### config.mk
export PLATFORM = sky130hd
export DESIGN_NAME = pulse_stretcher
export DESIGN_NICKNAME = d
export VERILOG_FILES = /design/src/rtl/pulse_stretcher.sv
export SDC_FILE = /design/constraint.sdc
export NUM_CORES = 1
export LEC_CHECK = 0
export BUFFER_PORTS_ARGS = -buffer_cell sky130_fd_sc_hd__buf_4
export CAP_MARGIN = 20
export CORE_UTILIZATION = 40
export DETAILED_ROUTE_END_ITERATION = 16
export PLACE_DENSITY = 0.69
export RECOVER_POWER = 100
export SETUP_SLACK_MARGIN = 0.3
export SLEW_MARGIN = 40
export SYNTH_ARGS = -nofsm -noshare
export SYNTH_HDL_FRONTEND = slang
export SYNTH_SLANG_ARGS = --single-unit
### constraint.sdc
create_clock -name clk -period 2.7 [get_ports clk]
set_clock_uncertainty 0.2 [all_clocks]
set_input_delay 0.27 -clock clk [delete_from_list [all_inputs] [get_ports clk]]
set_output_delay 0.27 -clock clk [all_outputs]
set_load 0.01 [all_outputs]
### src/rtl/pulse_stretcher.sv
`default_nettype none
// ============================================================================
//  Module      : pulse_stretcher
//  Description : Stretches a single-cycle trigger into a fixed-length output
//                pulse, then enforces a hold-off gap before the next trigger
//                is accepted. Ignored triggers raise a one-cycle flag and
//                accepted ones are counted.
//
//  Ports
//    clk           in   system clock, rising edge
//    rst           in   asynchronous reset, active low
//    pulse_in      in   trigger, synchronous to clk, any width
//    retrigger_en  in   1 = trigger while high restarts the width count
//    pulse_out     out  stretched pulse (registered)
//    busy          out  high while the pulse or the hold-off runs (registered)
//    dropped       out  one-cycle flag, a trigger was ignored (registered)
//    pulse_count   out  accepted (non-retrigger) triggers, wraps
//
//  Revision    : 1.0 - initial release
// ============================================================================
module pulse_stretcher #(
    parameter int WIDTH_CYCLES   = 25000000,
    parameter int HOLDOFF_CYCLES = 5000000,
    parameter int CNT_W          = 8
) (
    input  logic             clk,
    input  logic             rst,
    input  logic             pulse_in,
    input  logic             retrigger_en,
    output logic             pulse_out,
    output logic             busy,
    output logic             dropped,
    output logic [CNT_W-1:0] pulse_count
);

    // One down-counter serves both the pulse and the hold-off phase.
    localparam int c_MAX_CYCLES = (WIDTH_CYCLES > HOLDOFF_CYCLES) ? WIDTH_CYCLES : HOLDOFF_CYCLES;
    localparam int c_CNT_BITS   = $clog2(c_MAX_CYCLES + 1);

    localparam logic [c_CNT_BITS-1:0] c_WIDTH_LOAD = c_CNT_BITS'(WIDTH_CYCLES);
    localparam logic [c_CNT_BITS-1:0] c_HOLD_LOAD  = c_CNT_BITS'(HOLDOFF_CYCLES);
    localparam logic [c_CNT_BITS-1:0] c_ONE        = c_CNT_BITS'(1);
    localparam logic [CNT_W-1:0]      c_CNT_INC    = CNT_W'(1);

    localparam logic [1:0] c_ST_IDLE    = 2'd0;
    localparam logic [1:0] c_ST_HIGH    = 2'd1;
    localparam logic [1:0] c_ST_HOLDOFF = 2'd2;

    generate
        if (WIDTH_CYCLES < 1 || HOLDOFF_CYCLES < 0) begin : g_param_check
            $error("pulse_stretcher: WIDTH_CYCLES must be >= 1 and HOLDOFF_CYCLES >= 0");
        end
    endgenerate

    logic [1:0]            r_state;
    logic [c_CNT_BITS-1:0] r_cnt;

    logic w_last;
    logic w_retrig;

    // Counter value 1 marks the final edge of the current phase.
    assign w_last   = (r_cnt == c_ONE);
    assign w_retrig = pulse_in & retrigger_en;

    always_ff @(posedge clk or negedge rst) begin
        if (!rst) begin
            r_state     <= c_ST_IDLE;
            r_cnt       <= '0;
            pulse_out   <= 1'b0;
            busy        <= 1'b0;
            dropped     <= 1'b0;
            pulse_count <= '0;
        end else begin
            dropped <= 1'b0;
            case (r_state)
                c_ST_IDLE: begin
                    if (pulse_in) begin
                        r_state     <= c_ST_HIGH;
                        r_cnt       <= c_WIDTH_LOAD;
                        pulse_out   <= 1'b1;
                        busy        <= 1'b1;
                        pulse_count <= pulse_count + c_CNT_INC;
                    end
                end

                c_ST_HIGH: begin
                    // Non-retrigger triggers while high are ignored; the
                    // zero-hold-off case below may turn one into an accept.
                    dropped <= pulse_in & ~retrigger_en;
                    if (w_retrig) begin
                        r_cnt <= c_WIDTH_LOAD;
                    end else if (w_last) begin
                        if (HOLDOFF_CYCLES == 0) begin
                            // Without a hold-off the final high edge is the
                            // idle boundary, so a trigger here starts a fresh
                            // pulse back-to-back and busy never drops.
                            if (pulse_in) begin
                                r_cnt       <= c_WIDTH_LOAD;
                                dropped     <= 1'b0;
                                pulse_count <= pulse_count + c_CNT_INC;
                            end else begin
                                r_state   <= c_ST_IDLE;
                                pulse_out <= 1'b0;
                                busy      <= 1'b0;
                            end
                        end else begin
                            r_state   <= c_ST_HOLDOFF;
                            r_cnt     <= c_HOLD_LOAD;
                            pulse_out <= 1'b0;
                        end
                    end else begin
                        r_cnt <= r_cnt - c_ONE;
                    end
                end

                c_ST_HOLDOFF: begin
                    // Every trigger in hold-off is refused, the last edge too.
                    dropped <= pulse_in;
                    if (w_last) begin
                        r_state <= c_ST_IDLE;
                        busy    <= 1'b0;
                    end else begin
                        r_cnt <= r_cnt - c_ONE;
                    end
                end

                default: begin
                    r_state   <= c_ST_IDLE;
                    pulse_out <= 1'b0;
                    busy      <= 1'b0;
                end
            endcase
        end
    end

endmodule
`default_nettype wire
==> results.md, run 1 <==
* Status: completed
* Total core area at about 5500 sq um
* DR iter-0 viols at 204
* Largest net degree at the start of global routing at 39
* RSZ-0062 raised after global routing: yes
* Gr usage total at 0.185
* Slew HR at 0.348
* Crit path launch type: flop
* Final Cycle Share at 0.902
* PortBufs at 14
* Grt ovf at 0
* Routed WL per cell at 15.4 um
* Syn_area_per_cell at 9.60 sq um
* Die area at 6040 sq um
* Synth Warn # at 0
* Hold Path Class: in2reg
* FFs w/ async S/R, synth at 1.00
* Synth Net Count at 250
* Ranking of synthesized cells by area: dfrtp_1 41%, a31oi_1 5.5%, ha_1 3.8%
* Fill count at between 400 and 500
* Drt total wl at 5300 um
* H-tree Lvls at 2
* Internal at 1.83 mW
* Vias in the first global route at 1,819
* Synth area leader: dfrtp_1
* Die height at 77.7 um
* Clock root cell: clkbuf_8
* Arrival time at the worst endpoint at 2.41 ns
* Area grow syn2layout at 22.3%
* Setup WS post-layout at 0.264 ns
* Maximum fanout along the worst path at 7
* CTS Buffer Depth at 2
* First-pass GRT wire length at 8850 um
* Crit-path leading delay family: simple AND/OR/NAND/NOR gates
* Crit Path Category: reg2reg
* Seq pwr share at 0.343
* Global placement routability congestion at ~0.82
* Crit path from: r_cnt[1]$_DFFE_PN0P_
* Starting density of the core at 0.416
* 1st-pass router iterations at 4
* Vias post-DR at ~2,000
* Setup TNS at 0 ns
* Clk_lat worst skew at about 0.3 ns
* Top cells by count, synth: 38 x dfrtp_1, 23 x nor2_1, 20 x a31oi_1, 20 x nand2_1, 15 x a21oi_1
* Top Ports at 15
* Count of cell types in the netlist at 60
* TritonCTS buffer count at 5
* CP max stage delay at 0.40 ns
* Buffers & Inverters on Critical Path at 3
* Power per cell area at between 1000 and 1500 nW/um^2
* Worst Max-Slew Pin Slew at 0.978 ns
* Initial antenna violation count at 0
* TritonCTS clock tree: yes
* Crit. End Element: flop
* Combinational share of power at 0.466
* Sw power at 1.23 mW
* Share of cells above drive strength 1 at 0.220
* Final hold vios at 0
* Most common cell in the synthesized netlist: dfrtp_1
* Num rows at 27
* Final core utilization at 0.509
* Sink Count at 38
* Post-synth EDFFs at 0
* HPWL after DPL at 3450 um
* Die Wd at 77.7 um
* Fmax at 0.411 GHz
* CTS clock-pin slew for the worst setup and hold paths at 0.08 ns
* Slowest-stage cell, CP: nor4bb_4
* Antenna diodes at 0
* Synthesized flop and latch total at 38
* Mapped Cells at 239
* Vias/cell at around 5.9
* DP Worst Slack at 0.264 ns
* DRT antenna net count at 0
* Most used flip-flop cell after synthesis: dfrtp_1
* Final Max Tran Viols at 0
* Sequential-to-total area share from yosys stat at 0.415
* Fin nets at around 280
* Origin of the worst min-delay path: pulse_in
* Worst vdd ir at 0.494 mV
* Required @ worst endpoint at 2.68 ns
* Worst flop-to-flop path startpoint: r_cnt[1]$_DFFE_PN0P_
* Crit-path cells: inv_1, ha_1, nor4b_2, nor4bb_4, buf_6, clkbuf_4, a41o_4, mux2i_1, nand3_1
* Setup violators final at 0
* Synth top area share at 0.415
* Min cycle time layout at 2.44 ns
* Clock Power Share at 0.191
* Mapped cell area at 2290 sq um
* Sw frac at 0.403
* Drc violations at 0
* Max-cap viol count at 0
* Leakage at 1.10 nW
==> cell type report <==
cell class / count / area [sq um] / share of cell area
clock buffer: 5 / 68.8 / 0.0245
clock inverter: 3 / 68.8 / 0.0245
inverter: 6 / 22.5 / 0.00803
multi-input combinational: 186 / 1350 / 0.482
sequential: 38 / 955 / 0.340
tap: 72 / 90.1 / 0.0321
timing repair buffer: 35 / 249 / 0.0888
==> registers in the layout, summed over array words and instances, names as in the netlist <==
name / cells
r_state: 2
dropped: 1
pulse_out: 1
busy: 1
pulse_count: 8
r_cnt: 25
==> worst register-to-register path: cells and delay by family (launching register included) <==
kind	cells	cell delay [ns]
flip-flops	1	0.39
AND/OR/NAND/NOR	3	0.67
AO/OA/AOI/OAI	1	0.24
adder cells (fa/ha/maj)	1	0.16
multiplexers	1	0.20
buffers and inverters	3	0.46
==> metal layers <==
metal	up-vias	wire (um)	share of wire	GRT usage
met3	5	236	0.045	0.0376
met2	64	2470	0.47	0.288
met4	0	62	0.012	0.0604
met1	968	2530	0.48	0.256
met5	-	0	0	0
li1	982	-	-	-
==> final timing paths <==
check | to | slack [ns] | depth (start not counted)
worst max-delay path | pulse_out$_DFFE_PN0P_ | 0.26 | 9
max in group asynchronous | r_cnt[3]$_DFFE_PN0P_ | 1.16 | 2
worst min-delay path | dropped$_DFF_PN0_ | 0.03 | 3
worst max register to register | pulse_out$_DFFE_PN0P_ | 0.26 | 9
min in group asynchronous | r_cnt[5]$_DFFE_PN0P_ | 0.47 | 2
worst min register to register | pulse_count[7]$_DFFE_PN0P_ | 0.29 | 1
==> kinds of logic after synthesis <==
family | Yosys count | share of synthesized area
flops | 38 | 0.415
xor+xnor | 7 | 0.0267
fa+ha+maj | 7 | 0.0382
mux | 3 | 0.0142
simple gates | 96 | 0.239
compound gates | 73 | 0.235
buf+inv | 15 | 0.0327
==> through the flow <==
stage	hold WS (ns)	std cells	area [sq um]	power, mW
3_3_place_gp	0.0755	325	2500	2.30
4_1_cts	0.0306	338	2700	2.97
6_report	0.0342	345	2810	3.06
5_1_grt	0.0490	345	2810	3.30
3_5_place_dp	0.0808	325	2500	2.33
2_1_floorplan	-0.226	239	2290	1.95
==> cell usage in the layout (no fill, tap or decap), drive strengths merged, types with 2 or more instances in the layout <==
master / netlist / final
buf: 6 / 20
o21a: 2 / 2
nor2: 24 / 24
or4: 3 / 3
or3: 3 / 3
dfrtp: 38 / 38
nor4b: 2 / 2
nor4: 7 / 7
mux2: 2 / 2
inv: 6 / 6
bufinv: 0 / 2
a21boi: 2 / 2
nor3b: 2 / 2
o221a: 3 / 3
a31o: 3 / 3
o32ai: 2 / 2
nand2: 20 / 20
nor3: 7 / 7
o22a: 8 / 8
a41oi: 4 / 4
and3: 3 / 3
ha: 7 / 7
nand3: 8 / 8
o21ai: 3 / 3
xor2: 2 / 2
a21oi: 15 / 15
clkbuf: 3 / 18
a31oi: 22 / 22
and4: 3 / 3
xnor2: 5 / 5
nand2b: 7 / 7
==> power by group through the flow <==
stage	clock network, mW	logic (mW)	registers (mW)
3_5_place_dp	0	1.28	1.05
5_1_grt	0.623	1.59	1.09
2_1_floorplan	0	0.948	1.01
4_1_cts	0.595	1.34	1.03
6_report	0.585	1.43	1.05
3_3_place_gp	0	1.26	1.04
==> timing repair <==
| item | 4_1_cts | 5_1_grt |
|---|---|---|
| setup endpoints to repair | 13 | 16 |
| hold buffers | 1 | 0 |
| pin swaps | 1 | 4 |
| cloned | 0 | 1 |
| setup buffers | 4 | 6 |
| endpoints found under the hold margin | 38 | 0 |
| gates resized for setup | 3 | 22 |
(Power assumes the default switching activity.)
==> run 2: changes to the inputs <==
MAX_ROUTING_LAYER = met4   (was unset)
PLACE_DENSITY = 0.55   (was 0.69)
==> run 2 against run 1 <==
  * Clock power down 16%
  * Highest routed layer unchanged
  * Non-clock buffer count up 3
  * Sequential cell count unchanged
  * Sequential share of layout area up 0.87 points
  * First-iteration DRC count down 33%
  * Hold slack better by 0.00090 ns
  * Fmax down 1.1%
  * Combinational power about the same
==> results.md, run 2 (synthesis gave the netlist of run 1 again) <==
* Worst Max-Slew Pin Slew at 0.960 ns (-0.0180 ns)
* Grt ovf at 0 (unchanged)
* CP max stage delay at 0.46 ns (+0.06 ns)
* Largest net degree at the start of global routing at 39 (unchanged)
* Crit-path leading delay family: simple AND/OR/NAND/NOR gates
* Die Wd at 77.7 um (unchanged)
* Crit-path cells: or3_1, nor4bb_2, buf_4, buf_4, a31o_1, buf_4, a211o_1, o221a_1
* H-tree Lvls at 2 (unchanged)
* Global placement routability congestion at 0.846 (+3.0%)
* Max reg flops at 25 (unchanged)
* Setup TNS at 0 ns (unchanged)
* Initial antenna violation count at 0 (unchanged)
* TritonCTS clock tree: yes
* DRT antenna net count at 0 (unchanged)
* Fill count at 531 (+11%)
* Commonest non-fill, non-tap cell in the layout: dfrtp_1
* Leakage at 1.09 nW (-1.1%)
* Share of cells above drive strength 1 at 0.196 (-0.0241)
* Max-cap viol count at 0 (unchanged)
* Buffers & Inverters on Critical Path at 3 (unchanged)
* Vias post-DR at 2,010 (-0.45%)
* Routed WL per cell at 15.5 um (+1.0%)
* Power per cell area at 1070 nW/um^2 (-1.6%)
* Vias/cell at 5.78 (-1.3%)
* Fmax at 0.406 GHz (-1.1%)
* Crit path launch type: flop
* Final Cycle Share at 0.912 (+0.0101)
* Total core area at 5510 sq um (unchanged)
* Die height at 77.7 um (unchanged)
* DP Worst Slack at 0.250 ns (-0.0142 ns)
* Die area at 6040 sq um (unchanged)
* Fin nets at 286 (+1.1%)
* Required @ worst endpoint at 2.73 ns (+0.05 ns)
* CTS clock-pin slew for the worst setup and hold paths at 0.08 ns (about the same)
* Final hold vios at 0 (unchanged)
* Worst vdd ir at 0.519 mV (+4.9%)
* Starting density of the core at 0.416 (unchanged)
* Slew HR at 0.360 (+0.0120)
* Crit Path Category: reg2reg
* DR iter-0 viols at 136 (-33%)
* Top flop regs: r_cnt: 25 flops, pulse_count: 8 flops, r_state: 2 flops
* Crit. End Element: flop
* Maximum fanout along the worst path at 7 (unchanged)
* Top Ports at 15 (unchanged)
* Gr usage total at 0.199 (+0.0143)
* Vias in the first global route at 1,856 (+2.0%)
* Status: completed
* 1st-pass router iterations at 4 (unchanged)
* Hold Path Class: in2reg
* PortBufs at 14 (unchanged)
* Clock root cell: clkbuf_8
* TritonCTS buffer count at 5 (unchanged)
* Final core utilization at 0.496 (-0.0134)
* Antenna diodes at 0 (unchanged)
* Setup violators final at 0 (unchanged)
* Area grow syn2layout at 19.1%
* Most flop-heavy register: r_cnt
* Worst path most repeated cell: buf_4
* Num rows at 27 (unchanged)
* Arrival time at the worst endpoint at 2.50 ns (+0.09 ns)
* Drt total wl at 5400 um (+1.9%)
* Drc violations at 0 (unchanged)
* Final Max Tran Viols at 0 (unchanged)
* HPWL after DPL at 3670 um (+6.5%)
* Setup WS post-layout at 0.237 ns (-0.0272 ns)
* First-pass GRT wire length at 9090 um (+2.8%)
* Min cycle time layout at 2.46 ns (+0.0272 ns)
* Sink Count at 38 (unchanged)
* Slowest-stage cell, CP: or3_1
* Clk_lat worst skew at 0.30 ns (about the same)
* RSZ-0062 raised after global routing: yes
* Commonest non-fill, non-tap cells in the layout: 36 x dfrtp_1, 22 x nor2_1, 20 x nand2_1, 20 x buf_4, 19 x a31oi_1
* CTS Buffer Depth at 2 (unchanged)
[run 2: changes by cell type in the layout (fill, tap and decap cells not counted), moves of 2 or more]
cell / previous run / this run
a31o_1: 0 / 2
clkinv_2: 0 / 2
buf_4: 16 / 20
a31o_2: 3 / 1
nor4_2: 4 / 2
nor4_1: 2 / 4
[run 2: repair_timing]
| action | 4_1_cts | 5_1_grt |
|---|---|---|
| endpoints found under the setup margin | 18 | 28 |
| pin swaps | 1 | 2 |
| buffers inserted | 4 | 7 |
| hold buffers | 1 | 0 |
| gates resized for setup | 5 | 12 |
| gates cloned | 0 | 0 |
| endpoints found under the hold margin | 38 | 0 |
[run 2: report_power, final]
part           switching (mW)  leakage, nW  internal (mW)  total (mW)
Sequential              0.265        0.464          0.774        1.04
Combinational           0.729        0.566          0.671        1.40
Clock                   0.218       0.0579          0.272       0.491
[run 2: cell type report]
class                   count  area, sq um  area share
clock buffers               5         68.8      0.0252
multi-input cells         186         1300       0.475
well taps                  72         90.1      0.0330
inverters                   6         22.5     0.00825
flip-flops and latches     38          953       0.349
repair buffers             38          258      0.0944
clock inverters             3         40.0      0.0147
[run 2: final timing paths]
kind	start	endpoint	slack (ns)	depth (start not counted)
max	r_cnt[3]$_DFFE_PN0P_	r_cnt[22]$_DFFE_PN0P_	0.24	8
min	pulse_in	dropped$_DFF_PN0_	0.04	3
max reg2reg	r_cnt[3]$_DFFE_PN0P_	r_cnt[22]$_DFFE_PN0P_	0.24	8
min reg2reg	pulse_count[7]$_DFFE_PN0P_	pulse_count[7]$_DFFE_PN0P_	0.27	1
max in group asynchronous	rst	r_cnt[14]$_DFFE_PN0P_	1.19	2
min in group asynchronous	rst	r_cnt[6]$_DFFE_PN0P_	0.45	2
[run 2: metrics by stage]
step | hold WS, ns | cell area [sq um] | power (mW) | std cells
global placement | 0.0714 | 2530 | 2.36 | 328
floorplan | -0.226 | 2290 | 1.95 | 239
detailed placement | 0.0753 | 2530 | 2.37 | 328
global route | 0.0419 | 2730 | 3.18 | 348
CTS | 0.0303 | 2700 | 2.90 | 341
finish | 0.0351 | 2730 | 2.93 | 348
[run 2: tightest hold or removal path: stages]
cell and delay (ns):
buf_4 0.13, nand2_1 0.05, nor2_1 0.04
[run 2: routing by layer]
metal,track usage,routed length [um],part of all wire
met3,0.0365,221,0.041
met5,-,0,0
met2,0.302,2470,0.46
met1,0.266,2640,0.49
met4,0.0717,65,0.012
